File: config.mk
export PLATFORM = sky130hd
export DESIGN_NAME = pc_select_pred
export DESIGN_NICKNAME = d
export VERILOG_FILES = /design/src/rtl/pc_select_pred.sv
export SDC_FILE = /design/constraint.sdc
export NUM_CORES = 1
export LEC_CHECK = 0
export BUFFER_PORTS_ARGS = -buffer_cell sky130_fd_sc_hd__buf_2
export CAP_MARGIN = 20
export CORE_AREA = 2 2 206 208
export CTS_CLUSTER_DIAMETER = 80
export DETAILED_ROUTE_END_ITERATION = 16
export DIE_AREA = 0 0 208 210
export PLACE_DENSITY_LB_ADDON = 0.05
export SYNTH_ARGS = -nofsm -noshare
export SYNTH_HDL_FRONTEND = slang
export SYNTH_SLANG_ARGS = --single-unit
File: constraint.sdc
create_clock -name clock -period 1.6 [get_ports clock]
set_clock_uncertainty 0.15 [all_clocks]
set_input_delay 0.16 -clock clock [delete_from_list [all_inputs] [get_ports clock]]
set_output_delay 0.16 -clock clock [all_outputs]
set_load 0.02 [all_outputs]
File: src/rtl/pc_select_pred.sv
`timescale 1ns/1ps
// pc_select_pred
// Program-counter register and next-PC selector for the pipelined Y86 core.
// Keeps the predicted PC between cycles. JXX is predicted taken and CALL goes
// to its target. Fetch is redirected when a jump mispredicts (resolved in M)
// or when a RET resolves (in W).
//
// Optional feature: define RAS_STACK_EN to build a return-address stack.
// RET then gets a prediction. Without the stack, every fetched RET stalls F
// until W resolves it.
//
// Ports
//   clock, reset_n           clock and asynchronous active-low reset
//   stall_f                  hold pred_pc and the stack this cycle
//   f_valid/f_icode/f_valC/f_valP   instruction fetched at f_pc
//   m_icode/m_cnd/m_valA     JXX resolution in M
//   w_icode/w_valM/w_ret_pred RET resolution in W (w_ret_pred: prediction piped with it)
//   f_pc                     address fetched this cycle (combinational)
//   pred_pc                  registered prediction
//   f_ras_pred               stack top, piped down with a fetched RET
//   ret_stall                fetched RET has no usable prediction
//   redirect                 f_pc is a correction rather than pred_pc
module pc_select_pred #(
    parameter int                 ADDR_W    = 64,
    parameter logic [ADDR_W-1:0]  RESET_PC  = '0,
    parameter int                 RAS_DEPTH = 8
) (
    input  logic              clock,
    input  logic              reset_n,
    input  logic              stall_f,
    input  logic              f_valid,
    input  logic [3:0]        f_icode,
    input  logic [ADDR_W-1:0] f_valC,
    input  logic [ADDR_W-1:0] f_valP,
    input  logic [3:0]        m_icode,
    input  logic              m_cnd,
    input  logic [ADDR_W-1:0] m_valA,
    input  logic [3:0]        w_icode,
    input  logic [ADDR_W-1:0] w_valM,
    input  logic [ADDR_W-1:0] w_ret_pred,
    output logic [ADDR_W-1:0] f_pc,
    output logic [ADDR_W-1:0] pred_pc,
    output logic [ADDR_W-1:0] f_ras_pred,
    output logic              ret_stall,
    output logic              redirect
);

    localparam logic [3:0] ICODE_JXX  = 4'h7;
    localparam logic [3:0] ICODE_CALL = 4'h8;
    localparam logic [3:0] ICODE_RET  = 4'h9;

    logic [ADDR_W-1:0] pred_pc_q, pred_pc_d;
    logic              mispredict;
    logic              ret_fix;
    logic              ras_usable;
    logic [ADDR_W-1:0] ras_top;

`ifdef RAS_STACK_EN
    localparam int PTR_W = (RAS_DEPTH > 2) ? $clog2(RAS_DEPTH) : 1;
    localparam int CNT_W = $clog2(RAS_DEPTH + 1);

    // ras_ptr_q points at the next free slot, so the top is one below it.
    // The pointer wraps, which lets a push into a full stack overwrite the
    // oldest entry.
    logic [ADDR_W-1:0] ras_mem [RAS_DEPTH];
    logic [PTR_W-1:0]  ras_ptr_q, ras_ptr_d;
    logic [CNT_W-1:0]  ras_cnt_q, ras_cnt_d;
    logic              ras_push, ras_pop;

    assign ras_usable = (ras_cnt_q != '0);
    assign ras_top    = ras_mem[ras_ptr_q - PTR_W'(1)];
    assign f_ras_pred = ras_usable ? ras_top : '0;
    assign ret_stall  = f_valid && (f_icode == ICODE_RET) && !ras_usable;
    assign ret_fix    = (w_icode == ICODE_RET) && (w_valM != w_ret_pred);

    // A redirect clears the stack, so a push or pop in the same cycle is dropped.
    assign ras_push = f_valid && !stall_f && (f_icode == ICODE_CALL) && !redirect;
    assign ras_pop  = f_valid && !stall_f && (f_icode == ICODE_RET) && ras_usable && !redirect;

    always_comb begin
        ras_ptr_d = ras_ptr_q;
        ras_cnt_d = ras_cnt_q;
        if (redirect) begin
            ras_cnt_d = '0;
        end else if (ras_push) begin
            ras_ptr_d = ras_ptr_q + PTR_W'(1);
            if (ras_cnt_q != CNT_W'(RAS_DEPTH))
                ras_cnt_d = ras_cnt_q + CNT_W'(1);
        end else if (ras_pop) begin
            ras_ptr_d = ras_ptr_q - PTR_W'(1);
            ras_cnt_d = ras_cnt_q - CNT_W'(1);
        end
    end

    always_ff @(posedge clock or negedge reset_n) begin
        if (!reset_n) begin
            ras_ptr_q <= '0;
            ras_cnt_q <= '0;
        end else begin
            ras_ptr_q <= ras_ptr_d;
            ras_cnt_q <= ras_cnt_d;
        end
    end

    // Stack contents need no reset; the count decides what is valid.
    always_ff @(posedge clock) begin
        if (ras_push)
            ras_mem[ras_ptr_q] <= f_valP;
    end

    logic unused_ret_pred;
    assign unused_ret_pred = 1'b0;
`else
    assign ras_usable = 1'b0;
    assign ras_top    = '0;
    assign f_ras_pred = '0;
    assign ret_stall  = f_valid && (f_icode == ICODE_RET);
    assign ret_fix    = (w_icode == ICODE_RET);

    logic        unused_ret_pred;
    logic [31:0] unused_depth;
    assign unused_ret_pred = ^w_ret_pred;
    assign unused_depth    = RAS_DEPTH;
`endif

    assign mispredict = (m_icode == ICODE_JXX) && !m_cnd;
    assign redirect   = mispredict || ret_fix;

    // Mispredict outranks ret_fix. The two together cannot happen in a real
    // pipeline, because W holds the older instruction.
    always_comb begin
        f_pc = pred_pc_q;
        if (mispredict)
            f_pc = m_valA;
        else if (ret_fix)
            f_pc = w_valM;
    end

    always_comb begin
        pred_pc_d = pred_pc_q;
        if (!stall_f) begin
            case (f_icode)
                ICODE_JXX, ICODE_CALL: pred_pc_d = f_valC;
                ICODE_RET:             pred_pc_d = ras_usable ? ras_top : f_valP;
                default:               pred_pc_d = f_valP;
            endcase
        end
    end

    always_ff @(posedge clock or negedge reset_n) begin
        if (!reset_n)
            pred_pc_q <= RESET_PC;
        else
            pred_pc_q <= pred_pc_d;
    end

    assign pred_pc = pred_pc_q;

`ifndef SYNTHESIS
    always @(posedge clock) begin
        if (reset_n)
            assert (!(mispredict && ret_fix));
    end
`endif

endmodule

==> flow_summary.json, run 1 <==
{
  "status": "finished, violations left",
  "violations": "negative setup slack",
  "fill_cells": 4583,
  "hold_class": "in -> reg",
  "startpoint_type": "input pin",
  "grt_pass1_vias": 6935,
  "syn-cell-area_um2": 5900,
  "hold-worst-slack_ps": 32.5,
  "clkSlewWorstSetupHoldPaths_ps": 50,
  "fin_crit_sh_pct": 131,
  "drive_above_1_share_pct": 59.3,
  "crit_path_frequent_cell": "buf_12",
  "antenna_found_initial": 2,
  "hold_viol_final": 0,
  "dr.first_iter.drc_count": 191,
  "synth_seq_cells": 64,
  "largest_reg_flops": 64,
  "grt_usage_pct": 12.8,
  "final_common_cell": "buf_2",
  "core_um2": 41500,
  "fin_ws_ps": -495,
  "max_freq_mhz": 477,
  "seq_area_um2": 1600,
  "cp.required_ps": 1290,
  "slew_viol_final": 0,
  "synth.distinct_cells": 18,
  "reg2regPathDepth": 3,
  "viasPerCell": 3.83,
  "final_util_pct": 26.9,
  "cp_cell_sequence": "buf_8 -> nor4bb_4 -> buf_6 -> buf_12 -> buf_12 -> buf_12 -> mux2_4 -> mux2_4 -> buf_6",
  "path_class": "in -> out",
  "endpoint_kind": "output pin",
  "globalRoute.totalOverflow": 0,
  "p_leak_nw": 5.62,
  "synth_cells": 579,
  "cp_slowest_stage_delay_ps": 300,
  "slowest_stage": "mux2_4",
  "synth-seq-area-share_pct": 27.1,
  "stdcell_count": 1679,
  "crit_end": "f_pc[41]",
  "drt_wl_total_um": 28800,
  "crit_path_start": "w_icode[2]",
  "cts_max_path_buffers": 2,
  "grt_max_degree": 53,
  "setup-violations-final": 64,
  "pwr_density_cell_nw_per_um2": 642,
  "final_cell_mix": "buf_2 (352), dlygate4sd3_1 (128), mux2_4 (102)",
  "wl_met2_um": 14600,
  "syn_area_per_cell_um2": 10.2,
  "ios": 531,
  "multi_input_area_um2": 3970,
  "place.gp.congestion": 0.728,
  "cts_sinks": 64,
  "fp-row-count": 75,
  "portBuffers": 402,
  "wl_met3_um": 1390,
  "peakVddDrop_mv": 0.301,
  "firstDrtPassIters": 4,
  "dp_slack_ps": -617,
  "cp.arrival_ps": 1790,
  "highest_layer": "met4",
  "wl_per_cell_um": 17.1,
  "drcViolationCount": 0,
  "h-tree-depth": 3,
  "cts_buffers": 9,
  "hpwl_um": 22100,
  "min_period_ps": 2100,
  "reg2reg_to": "pred_pc[51]$_DFFE_PN0N_",
  "areaGrowthSynthToFinish_pct": 89.2,
  "fp.dieW_um": 208,
  "insertion_delay_ps": 340,
  "die_h_um": 210,
  "wl_met1_um": 12500,
  "cap_violations": 0,
  "antenna_left": 0,
  "dieArea_um2": 43700,
  "dp.cells": 1522,
  "critPathMaxFanout": 7,
  "rsz0062_at_grt": "true",
  "cts_tree": "built",
  "cts-root-buf": "clkbuf_16",
  "r2r-start": "pred_pc[51]$_DFFE_PN0N_",
  "stdcell_area_um2": 11200,
  "fin_total_pwr_mw": 7.17,
  "yosys_warnings": 0,
  "route.vias.total": 6435,
  "timing.setup.tns_ps": -28660,
  "r2r_slack_ps": 540,
  "layout.nets": 1472,
  "place_area_um2": 8930,
  "start_util_pct": 14.2,
  "grt_pass1_wl_um": 42700
}
area by class of cell:
type,instances,share of cell area (%)
timing repair buffer,602,39.7
multi-input combinational,393,35.5
sequential,64,14.3
tap,539,6.04
clock buffer,14,2.18
inverter,65,2.18
clock inverter,1,0.0448
antenna,1,0.0224
critical path: cells and delay by family:
family	cells	cell delay, ps
buf+inv	6	750
mux	2	560
simple gates	1	290
cells in the mapped netlist:
cell type,n,share of area [%]
buf_4,64,8.1
nor4bb_1,2,0.34
o311ai_1,2,0.30
nand4b_1,66,9.8
inv_1,65,4.1
buf_2,7,0.59
or4b_1,1,0.17
dfrtp_1,64,27
nand2_1,66,4.2
buf_1,5,0.32
and2_1,1,0.11
clkbuf_1,37,2.4
conb_1,1,0.064
nor2_1,1,0.064
mux2_2,128,24
buf_6,7,1.3
o311ai_0,4,0.59
o311ai_2,58,16
layer usage:
layer	up-vias	track usage (%)
li1	3073	-
met1	3113	16.0
met2	237	22.7
met3	12	2.53
met4	0	2.40
met5	-	0
report_power, final:
group,total (mW),internal (mW),switching [mW]
clock network,1.83,1.04,0.788
registers,1.98,1.80,0.175
logic,3.36,1.78,1.58
cell families (layout without fill, tap and decap cells):
| logic type | after synthesis | after routing | share of synthesized area [%] |
|---|---|---|---|
| other | 1 | 65 | 0.0635 |
| muxes | 128 | 128 | 24.4 |
| buffers and inverters | 185 | 682 | 16.9 |
| AOI/OAI and AO/OA | 64 | 64 | 16.9 |
| DFF | 64 | 64 | 27.1 |
| and+or+nand+nor | 137 | 137 | 14.7 |
worst min-delay path by stage:
| stage | depth (start not counted) | from | to |
|---|---|---|---|
| finish | 3 | f_valP[35] | pred_pc[35]$_DFFE_PN0N_ |
| global route | 3 | f_valP[35] | pred_pc[35]$_DFFE_PN0N_ |
| CTS | 3 | f_valP[35] | pred_pc[35]$_DFFE_PN0N_ |
| detailed placement | 1 | reset_n | pred_pc[43]$_DFFE_PN0N_ |
| global placement | 1 | reset_n | pred_pc[43]$_DFFE_PN0N_ |
| floorplan | 0 | reset_n | pred_pc[0]$_DFFE_PN0N_ |
timing repair:
action | CTS | global route
cloned | 2 | 0
gates resized for setup | 147 | 22
setup endpoints to repair | 65 | 65
endpoints found under the hold margin | 128 | 0
hold buffers | 128 | 0
pin swaps | 1 | 1
buffers inserted | 12 | 3
(Power assumes the default switching activity.)
==> run 2: changes to the inputs <==
--- a/config.mk
+++ b/config.mk
@@ -12,6 +12,7 @@
 export DETAILED_ROUTE_END_ITERATION = 16
 export DIE_AREA = 0 0 208 210
 export PLACE_DENSITY_LB_ADDON = 0.05
+export RECOVER_POWER = 100
 export SYNTH_ARGS = -nofsm -noshare
 export SYNTH_HDL_FRONTEND = slang
 export SYNTH_SLANG_ARGS = --single-unit
==> flow_summary.json, run 2 (synthesis results as in run 1) <==
{
  "setup-violations-final": 64,
  "antenna_left": 0,
  "firstDrtPassIters": 4,
  "h-tree-depth": 3,
  "cts_tree": "built",
  "layout.nets": 1472,
  "viasPerCell": 3.84,
  "largest_reg_flops": 64,
  "diodes": 0,
  "fp-row-count": 75,
  "fill_cells": 4641,
  "cp_cell_sequence": "buf_8 -> nor4bb_4 -> buf_6 -> buf_12 -> buf_12 -> buf_12 -> mux2_4 -> mux2_4 -> buf_6",
  "min_period_ps": 2100,
  "core_um2": 41500,
  "status": "finished, violations left",
  "cp_slowest_stage_delay_ps": 300,
  "p_int_mw": 4.53,
  "violations": "negative setup slack",
  "path_class": "in -> out",
  "dr.first_iter.drc_count": 189,
  "cts_max_path_buffers": 2,
  "hold-worst-slack_ps": 30.8,
  "hpwl_um": 22100,
  "cp.arrival_ps": 1790,
  "portBuffers": 402,
  "insertion_delay_ps": 340,
  "areaGrowthSynthToFinish_pct": 84.6,
  "globalRoute.totalOverflow": 0,
  "clkSlewWorstSetupHoldPaths_ps": 50,
  "cts-root-buf": "clkbuf_16",
  "drcViolationCount": 0,
  "cp.required_ps": 1290,
  "p_sw_mw": 2.54,
  "ios": 531,
  "grt_usage_pct": 12.8,
  "p_seq_share_pct": 28.1,
  "final_common_cell": "buf_2",
  "final_cell_mix": "buf_2 (288), dlygate4sd3_1 (128), mux2_4 (102)",
  "fin_ws_ps": -496,
  "cap_violations": 0,
  "hold_viol_final": 0,
  "fp.dieW_um": 208,
  "timing.setup.tns_ps": -28680,
  "sw_frac_of_total_pct": 35.9,
  "drive_above_1_share_pct": 52.2,
  "dp.cells": 1522,
  "slowest_stage": "mux2_4",
  "die_h_um": 210,
  "wl_met3_um": 1350,
  "critPathMaxFanout": 7,
  "dieArea_um2": 43700,
  "rsz0062_at_grt": "true",
  "cts_buffers": 9,
  "grt_pass1_vias": 6935,
  "slew_viol_final": 0,
  "endpoint_kind": "output pin",
  "crit_path_frequent_cell": "buf_12",
  "stdcell_count": 1678,
  "p_leak_nw": 5.36,
  "peakVddDrop_mv": 0.302,
  "start_util_pct": 14.2,
  "route.vias.total": 6443,
  "place.gp.congestion": 0.728,
  "wl_met2_um": 14600,
  "pwr_density_cell_nw_per_um2": 649,
  "antenna_found_initial": 2,
  "max_slew_margin_pct": 66.0,
  "crit_family": "buffers and inverters",
  "fin_crit_sh_pct": 131,
  "wl_per_cell_um": 17.2,
  "startpoint_type": "input pin",
  "wl_met1_um": 12700,
  "drt_wl_total_um": 28900,
  "clockPowerShare_pct": 26.0,
  "path_buf_inv": 6,
  "cts_sinks": 64,
  "grt_max_degree": 53,
  "fin_total_pwr_mw": 7.07,
  "grt_pass1_wl_um": 42700,
  "max_freq_mhz": 477,
  "hold_class": "in -> reg",
  "highest_layer": "met4",
  "worstMarginPinSlew_ps": 510,
  "power_frac_comb_pct": 46.0
}
-- run 2: area by class of cell --
cell class / instances / area, um^2 / share of cell area, %
repair buffers: 602 / 4270 / 39.2
clock inverters: 1 / 5.00 / 0.0459
flip-flops and latches: 64 / 1600 / 14.7
inverters: 65 / 244 / 2.24
well taps: 539 / 674 / 6.19
clock buffers: 14 / 244 / 2.24
multi-input cells: 393 / 3850 / 35.4
-- run 2: timing repair --
action,CTS,global route
pin swaps,1,1
hold endpoints to repair,128,0
gates cloned,2,0
gates resized for setup,147,22
setup endpoints to repair,65,65
hold buffers,128,0
setup buffers,12,3
-- run 2: per-layer routing --
| metal | GRT usage, % | vias up |
|---|---|---|
| met2 | 22.7 | 235 |
| met5 | 0 | - |
| met1 | 16.0 | 3121 |
| li1 | - | 3074 |
| met4 | 2.40 | 0 |
| met3 | 2.53 | 13 |
-- run 2: power groups by stage --
stage	Combinational (mW)	Clock, mW	Sequential [mW]
3_5_place_dp	2.80	0	2.01
2_1_floorplan	1.58	0	2.18
3_3_place_gp	2.80	0	2.02
5_1_grt	3.48	2.03	2.02
6_report	3.25	1.83	1.98
4_1_cts	3.39	1.97	1.99
-- run 2: worst paths after layout --
kind	start	endpoint	slack [ps]	cells after the start
worst max-delay path	w_icode[2]	f_pc[41]	-500	9
worst min-delay path	f_valP[35]	pred_pc[35]$_DFFE_PN0N_	30	3
worst max register to register	pred_pc[51]$_DFFE_PN0N_	pred_pc[51]$_DFFE_PN0N_	510	3
worst min register to register	pred_pc[27]$_DFFE_PN0N_	pred_pc[27]$_DFFE_PN0N_	390	2
max in group asynchronous	reset_n	pred_pc[16]$_DFFE_PN0N_	180	3
min in group asynchronous	reset_n	pred_pc[43]$_DFFE_PN0N_	190	2
-- run 2: tightest hold or removal path, cell delays in order --
cell and delay [ps]:
buf_2 100, nand4b_1 130, o311ai_2 90
-- run 2: per-stage QoR --
stage / cell area (um^2) / setup WS, ps / util [%]
5_1_grt: 10900 / -570 / 26.3
4_1_cts: 11100 / -501 / 26.8
6_report: 10900 / -496 / 26.3
3_5_place_dp: 8930 / -617 / 21.5
2_1_floorplan: 6380 / -92.0 / -
3_3_place_gp: 8930 / -618 / 21.5
==> run 3: changes to the inputs <==
--- a/config.mk
+++ b/config.mk
@@ -11,7 +11,7 @@
 export CTS_CLUSTER_DIAMETER = 80
 export DETAILED_ROUTE_END_ITERATION = 16
 export DIE_AREA = 0 0 208 210
-export PLACE_DENSITY_LB_ADDON = 0.05
+export PLACE_DENSITY_LB_ADDON = 0.08
 export RECOVER_POWER = 100
 export SYNTH_ARGS = -nofsm -noshare
 export SYNTH_HDL_FRONTEND = slang
==> flow_summary.json, run 3 (synthesis results as in run 1) <==
{
  "firstDrtPassIters": 4,
  "hold_class": "in -> reg",
  "worstHoldStart": "stall_f",
  "insertion_delay_ps": 340,
  "cap_violations": 0,
  "grt_pass1_vias": 6979,
  "drcViolationCount": 0,
  "p_leak_nw": 5.45,
  "setup-violations-final": 76,
  "grt_usage_pct": 13.1,
  "rsz0062_at_grt": "true",
  "violations": "negative setup slack",
  "final_common_cell": "buf_2",
  "clkSlewWorstSetupHoldPaths_ps": 70,
  "ios": 531,
  "pwr_density_cell_nw_per_um2": 685,
  "fp.dieW_um": 208,
  "max_slew_margin_pct": 55.6,
  "cts_buffers": 9,
  "route.vias.total": 6419,
  "worstMarginPinSlew_ps": 666,
  "place_area_um2": 8850,
  "startpoint_type": "input pin",
  "endpoint_kind": "output pin",
  "critPathMaxFanout": 8,
  "antenna_left": 0,
  "cts-root-buf": "clkbuf_16",
  "antenna_found_initial": 0,
  "cp.arrival_ps": 1780,
  "wl_met3_um": 1490,
  "core_um2": 41500,
  "cts_max_path_buffers": 2,
  "cp.required_ps": 1290,
  "place.gp.congestion": 0.706,
  "cts_tree": "built",
  "wl_met1_um": 13400,
  "fill_cells": 4568,
  "globalRoute.totalOverflow": 0,
  "dr.first_iter.drc_count": 177,
  "final_cell_mix": "buf_2 (272), dlygate4sd3_1 (129), mux2_4 (116)",
  "fp-row-count": 75,
  "dieArea_um2": 43700,
  "slew_viol_final": 0,
  "hpwl_um": 22800,
  "cts_sinks": 64,
  "highest_layer": "met4",
  "stdcell_area_um2": 11200,
  "status": "finished, violations left",
  "diodes": 0,
  "dp.cells": 1520,
  "viasPerCell": 3.83,
  "drive_above_1_share_pct": 53.7,
  "h-tree-depth": 3,
  "r2r-start": "pred_pc[51]$_DFFE_PN0N_",
  "stdcell_count": 1675,
  "portBuffers": 402,
  "wl_met2_um": 14600,
  "largest_reg_flops": 64,
  "fin_crit_sh_pct": 131,
  "layout.nets": 1468,
  "path_class": "in -> out",
  "peakVddDrop_mv": 0.386,
  "drt_wl_total_um": 29700,
  "max_freq_mhz": 478,
  "hold_viol_final": 0,
  "die_h_um": 210,
  "hold-worst-slack_ps": 47.2,
  "crit_path_start": "w_icode[1]",
  "fin_ws_ps": -493,
  "wl_per_cell_um": 17.7,
  "min_period_ps": 2090,
  "grt_max_degree": 61,
  "start_util_pct": 14.2,
  "areaGrowthSynthToFinish_pct": 89.9,
  "grt_pass1_wl_um": 43400
}
[run 3: per-layer routing]
metal / global-route usage [%] / vias to the layer above
met4: 2.96 / 0
met5: 0 / -
met1: 16.9 / 3098
met3: 2.55 / 10
li1: - / 3066
met2: 22.7 / 245
[run 3: worst max-delay path, stage by stage]
cell and delay [ps]:
buf_6 90, nor4bb_4 360, buf_6 250, buf_12 180
mux2_4 300, mux2_4 280, buf_6 140
[run 3: cell type report]
cell class                      count  area, um^2  share of cell area [%]
Clock buffer                       10         239                    2.13
Clock inverter                      6        92.6                   0.826
Inverter                           65         244                    2.18
Multi-Input combinational cell    393        4010                    35.7
Sequential cell                    64        1600                    14.3
Tap cell                          539         674                    6.01
Timing Repair Buffer              598        4360                    38.8
[run 3: power by group]
part / switching [mW] / internal [mW] / total [mW]
Sequential: 0.194 / 1.80 / 2.00
Combinational: 1.61 / 1.79 / 3.41
Clock: 0.867 / 1.41 / 2.28
Total: 2.68 / 5.01 / 7.69
[run 3: worst paths after layout]
path                                      endpoint  slack [ps]  depth (start not counted)
max                                       f_pc[38]        -490                          7
min                        pred_pc[44]$_DFFE_PN0N_          50                          2
max reg2reg                pred_pc[51]$_DFFE_PN0N_         500                          3
min reg2reg                pred_pc[11]$_DFFE_PN0N_         400                          2
max in group asynchronous  pred_pc[11]$_DFFE_PN0N_         200                          3
min in group asynchronous  pred_pc[31]$_DFFE_PN0N_         250                          2
[run 3: through the flow]
stage	power (mW)	setup TNS, ps	utilization (%)	setup WS [ps]
detailed placement	4.81	-44480	21.3	-574
global route	8.14	-39240	27.0	-578
finish	7.69	-28570	27.0	-493
CTS	7.81	-32470	26.9	-567
floorplan	3.76	-5140	-	-92.0
global placement	4.82	-43720	21.3	-577
[run 3: repair_timing]
item,CTS,global route
cloned,4,1
gates resized for setup,147,59
hold endpoints to repair,128,0
setup buffers,6,1
setup endpoints to repair,65,65
pin swaps,1,1
hold buffers,129,0
